**src/rtl/parking_ctrl.sv**
```systemverilog
`timescale 1ns/1ps
`default_nettype none
// +----------------------------------------------------------------------------+
// | parking_ctrl: speed-trap and barrier control FSMs feeding the datapath.   |
// | Rev 1.0                                                                    |
// +----------------------------------------------------------------------------+
module parking_ctrl #(
    parameter int SYS_FREQ   = 50000000,
    parameter int WIDTH_MS   = 10,
    parameter int TIMEOUT_MS = 1000,
    parameter int MAX_VEH    = 3
) (
    input  logic       clk,
    input  logic       reset_n,
    input  logic       sen_a,
    input  logic       sen_b,
    input  logic       sen_in,
    input  logic       sen_out,
    input  logic       sen_pass,
    input  logic [1:0] num_veh,
    input  logic       done,
    output logic       init,
    output logic       count,
    output logic       cal,
    output logic       up,
    output logic       down,
    output logic       en,
    output logic       dis,
    output logic       speed_valid,
    output logic       timeout,
    output logic       overspeed,
    output logic       full
);

    localparam int TICKS_PER_MS = SYS_FREQ / 1000;
    localparam int TICK_W       = (TICKS_PER_MS > 1) ? $clog2(TICKS_PER_MS) : 1;
    localparam logic [TICK_W-1:0]   TICK_LAST = TICK_W'(TICKS_PER_MS - 1);
    localparam logic [WIDTH_MS-1:0] MS_LIMIT  = WIDTH_MS'(TIMEOUT_MS);
    localparam logic [1:0]          VEH_LIMIT = 2'(MAX_VEH);

    localparam logic [2:0] S_IDLE  = 3'd0;
    localparam logic [2:0] S_INIT  = 3'd1;
    localparam logic [2:0] S_COUNT = 3'd2;
    localparam logic [2:0] S_CAL   = 3'd3;
    localparam logic [2:0] S_WAIT  = 3'd4;

    localparam logic [0:0] B_IDLE  = 1'b0;
    localparam logic [0:0] B_OPEN  = 1'b1;

    // Sensor order in the vectors: {pass, out, in, b, a}
    logic [4:0] w_sens;
    logic [4:0] r_sync1, r_sync2, r_prev, r_rise;
    logic       w_a_rise, w_b_rise, w_in_rise, w_out_rise, w_pass_rise;

    logic [2:0]          r_spd_state, w_spd_next;
    logic [0:0]          r_bar_state, w_bar_next;
    logic [TICK_W-1:0]   r_tick;
    logic [WIDTH_MS-1:0] r_ms;
    logic                r_full;
    logic                w_ms_limit, w_exit_ok, w_entry_ok;

    assign w_sens      = {sen_pass, sen_out, sen_in, sen_b, sen_a};
    assign w_a_rise    = r_rise[0];
    assign w_b_rise    = r_rise[1];
    assign w_in_rise   = r_rise[2];
    assign w_out_rise  = r_rise[3];
    assign w_pass_rise = r_rise[4];

    always_ff @(posedge clk or negedge reset_n) begin
        if (!reset_n) begin
            r_sync1 <= '0;
            r_sync2 <= '0;
            r_prev  <= '0;
            r_rise  <= '0;
        end else begin
            r_sync1 <= w_sens;
            r_sync2 <= r_sync1;
            r_prev  <= r_sync2;
            r_rise  <= r_sync2 & ~r_prev;
        end
    end

    // ---------------- speed FSM ----------------
    always_ff @(posedge clk or negedge reset_n) begin
        if (!reset_n) r_spd_state <= S_IDLE;
        else          r_spd_state <= w_spd_next;
    end

    assign w_ms_limit = (r_ms == MS_LIMIT);

    always_comb begin
        w_spd_next = r_spd_state;
        case (r_spd_state)
            S_IDLE:  if (w_a_rise) w_spd_next = S_INIT;
            S_INIT:  w_spd_next = S_COUNT;
            S_COUNT: begin
                if (w_ms_limit)    w_spd_next = S_IDLE;
                else if (w_b_rise) w_spd_next = (r_ms == '0) ? S_IDLE : S_CAL;
            end
            S_CAL:   w_spd_next = S_WAIT;
            S_WAIT:  if (done) w_spd_next = S_IDLE;
            default: w_spd_next = S_IDLE;
        endcase
    end

    always_comb begin
        init        = 1'b0;
        count       = 1'b0;
        cal         = 1'b0;
        speed_valid = 1'b0;
        timeout     = 1'b0;
        overspeed   = 1'b0;
        case (r_spd_state)
            S_INIT:  init = 1'b1;
            S_COUNT: begin
                count     = 1'b1;
                timeout   = w_ms_limit;
                overspeed = !w_ms_limit && w_b_rise && (r_ms == '0);
            end
            S_CAL:   cal = 1'b1;
            S_WAIT:  speed_valid = done;
            default: ;
        endcase
    end

    // Elapsed-time base mirrors the datapath's ms counter so the ms==0 guard agrees with it.
    always_ff @(posedge clk or negedge reset_n) begin
        if (!reset_n) begin
            r_tick <= '0;
            r_ms   <= '0;
        end else if (r_spd_state == S_INIT) begin
            r_tick <= '0;
            r_ms   <= '0;
        end else if (r_spd_state == S_COUNT) begin
            if (r_tick == TICK_LAST) begin
                r_tick <= '0;
                r_ms   <= r_ms + 1'b1;
            end else begin
                r_tick <= r_tick + 1'b1;
            end
        end
    end

    // ---------------- barrier FSM ----------------
    always_ff @(posedge clk or negedge reset_n) begin
        if (!reset_n) begin
            r_bar_state <= B_IDLE;
            r_full      <= 1'b0;
        end else begin
            r_bar_state <= w_bar_next;
            r_full      <= (num_veh >= VEH_LIMIT);
        end
    end

    assign w_exit_ok  = w_out_rise && (num_veh != 2'd0);
    assign w_entry_ok = !w_exit_ok && w_in_rise && !r_full;

    always_comb begin
        w_bar_next = r_bar_state;
        case (r_bar_state)
            B_IDLE:  if (w_exit_ok || w_entry_ok) w_bar_next = B_OPEN;
            B_OPEN:  if (w_pass_rise) w_bar_next = B_IDLE;
            default: w_bar_next = B_IDLE;
        endcase
    end

    always_comb begin
        up   = 1'b0;
        down = 1'b0;
        en   = 1'b0;
        dis  = 1'b0;
        case (r_bar_state)
            B_IDLE: begin
                down = w_exit_ok;
                en   = w_exit_ok;
                up   = w_entry_ok;
            end
            B_OPEN:  dis = w_pass_rise;
            default: ;
        endcase
    end

    assign full = r_full;

endmodule
`default_nettype wire

```
**config.mk**
```make
export PLATFORM = sky130hd
export DESIGN_NAME = parking_ctrl
export DESIGN_NICKNAME = d
export VERILOG_FILES = /design/src/rtl/parking_ctrl.sv
export SDC_FILE = /design/constraint.sdc
export NUM_CORES = 1
export LEC_CHECK = 0
export ABC_AREA = 1
export CAP_MARGIN = 5
export CELL_PAD_IN_SITES_DETAIL_PLACEMENT = 1
export CELL_PAD_IN_SITES_GLOBAL_PLACEMENT = 1
export CORE_UTILIZATION = 30
export CTS_CLUSTER_SIZE = 10
export DETAILED_ROUTE_END_ITERATION = 10
export PLACE_DENSITY_LB_ADDON = 0.1
export SLEW_MARGIN = 20
export SYNTH_ARGS = -nofsm -noshare
export SYNTH_HDL_FRONTEND = slang
export SYNTH_SLANG_ARGS = --single-unit
```
**constraint.sdc**
```tcl
create_clock -name clk -period 2.3 [get_ports clk]
set_clock_uncertainty 0.2 [all_clocks]
set_input_delay 0.345 -clock clk [delete_from_list [all_inputs] [get_ports clk]]
set_output_delay 0.345 -clock clk [all_outputs]
set_load 0.02 [all_outputs]
```
==> qor.yml <==
final_antenna_net_count: 0
ir_drop_mv: 0.218
drcViolationCount: 0
startpoint_type: "flop"
wl_per_cell_um: 13.2
r2r_slack_ns: 0.45
synthToLayoutAreaGrowth_pct: 19.4
hold_path_end: "r_sync2[1]$_DFF_PN0_"
placed_area_mm2: 0.00301
overflow: 0
dp.final_hpwl_mm: 4.80
synth_nets: 347
route.vias.total: 2251
cts_buffers: 5
cp.arrival_ns: 1.63
cap_violations: 0
outcome: "finished clean"
cp-end-kind: "output port"
root_buffer: "clkbuf_8"
rows: 33
reg2reg_to: "r_ms[3]$_DFFE_PN0P_"
grt_max_degree: 52
max_freq_mhz: 461
fin_area_mm2: 0.00312
avgSynthCellArea_um2: 7.82
slew_headroom: 0.729
p_leak_uw: 0.00155
ys_seq_area_frac: 0.489
die_h_um: 95.3
dp_slack_ns: -0.0981
path_max_fanout: 7
layout_commonest_cell: "nand2_1"
drt-total-wl_mm: 6.30
grt_pass1_vias: 2317
vias_per_cell: 4.72
htree_levels: 2
port_buffers: 20
syn_area_mm2: 0.00261
ios: 21
postCtsSetupBuffers: 0
reg2regPathDepth: 7
synthCells: 334
grt_usage: 0.159
period_share: 0.944
synth_area_leader_cell: "dfrtp_1"
nNetsFinal: 384
p_total_uw: 2180
die-area_mm2: 0.00908
postLayoutCoreUtil: 0.376
diodes: 0
synth_area_leaders: "dfrtp_1, nand2_1, nor2_1, inv_1, nand3_1"
hold_viol_final: 0
rsz0062_at_grt: "no"
clk_path_buf_depth: 2
antenna_found_initial: 0
grt_pass1_wl_mm: 11.1
setup_violations: 0
gp_congestion: 0.750
ys_warn_count: 0
drive_above_1_share: 0.113
die_w_um: 95.3
worst_slew_pin_slew_ns: 0.407
ys_types: 30
start_util: 0.315
crit_type: "reg -> out"
yosysTopAreaCellShare: 0.489
clock_sinks: 51
clk_latency_ns: 0.30
power.density_mw_per_mm2: 700
layout_common_cells: "nand2_1, nor2_1, dfrtp_1"
report.final.slew_viol_count: 0
ys_ff_latch: 51
reg2reg_from: "r_tick[1]$_DFFE_PN0P_"
hp-class: "reg -> reg"
hp-start: "r_sync1[1]$_DFF_PN0_"
worstPathRequired_ns: 1.75
drt-initial-drc-count: 46
whs_path_depth: 0
tritoncts: "yes"
setup_slack_ns: 0.129
clk_pin_slew_ns: 0.09
period_needed_ns: 2.17
fp.coreArea_mm2: 0.00830
drt_pre_antenna_iters: 4
worst max-delay path by stage:
stage                    to  slack [ns]  depth (start not counted)                       start
floorplan           timeout        0.32                          5         r_ms[0]$_DFFE_PN0P_
global placement         up       -0.04                          5                  num_veh[0]
detailed placement       up        -0.1                          5                  num_veh[0]
CTS                     cal       0.003                          3  r_spd_state[0]$_DFFE_PN0P_
global route          count        0.01                          5  r_spd_state[0]$_DFFE_PN0P_
finish                count        0.13                          5  r_spd_state[0]$_DFFE_PN0P_
what timing repair did:
action                                 in CTS  in global routing
endpoints found under the hold margin      51                  0
setup endpoints to repair                   6                  4
hold buffers                                1                  0
resized for setup                          11                  9
pin swaps                                   0                  1
flip-flops by register name, summed over array words and instances (netlist names):
name / count
r_prev: 5
r_spd_state: 3
r_sync2: 5
full: 1
r_rise: 5
r_bar_state: 1
r_tick: 16
r_sync1: 5
r_ms: 10
through the flow:
stage          setup TNS, ns  hold WS (ns)  std cells
2_1_floorplan              0        -0.151        334
3_3_place_gp          -0.107         0.135        468
3_5_place_dp          -0.276         0.136        468
4_1_cts                    0         0.159        477
5_1_grt                    0         0.164        477
6_report                   0         0.155        477
layout make-up:
class	count	area, um^2
Inverter	42	158
Clock buffer	6	72.6
Timing Repair Buffer	34	310
Sequential cell	51	1280
Multi-Input combinational cell	237	1150
Fill cell	1005	5180
Clock inverter	2	17.5
Tap cell	105	131
power by group:
group | leakage, uW | switching (uW) | total (uW) | internal (uW)
clock network | 0.0000454 | 309 | 528 | 219
logic | 0.000843 | 436 | 636 | 200
registers | 0.000664 | 60.3 | 1020 | 959
cells by family after synthesis:
logic type | after synthesis | share of synthesized area
AOI/OAI and AO/OA | 20 | 0.0474
xor gates and xnor gates | 4 | 0.0134
adders and majority gates | 3 | 0.0144
buffers and inverters | 46 | 0.0738
DFF | 51 | 0.489
and+or+nand+nor | 210 | 0.362
synthesized netlist by cell type:
master / count
xnor2_1: 1
buf_2: 1
nand4_1: 16
nor2_1: 53
inv_1: 37
nor3b_1: 1
a21oi_1: 3
o21bai_4: 1
and2_1: 1
nand2_2: 3
nor2_2: 1
o21ai_0: 10
nand3b_1: 1
nand3_1: 21
nand3_4: 2
inv_2: 5
o21ai_1: 2
nor3_1: 4
buf_6: 2
xor2_1: 3
nand2_4: 2
buf_4: 1
nor4_1: 2
o21bai_1: 3
ha_1: 3
nand2_1: 100
a21o_1: 1
nand3_2: 1
dfrtp_1: 51
nor3_2: 2
per-layer routing:
layer	up-vias	GRT usage	routed length [um]
met5	-	0	0
met4	0	0.0467	61
met3	5	0.0311	138
met2	20	0.273	3100
met1	1095	0.201	3000
li1	1131	-	-
critical path, stage by stage (launching register included):
cell and delay, ns:
dfrtp_1 0.44, inv_1 0.17, nand3_4 0.16, inv_2 0.08
buf_4 0.14, dlygate4sd2_1 0.33
(Power assumes the default switching activity.)
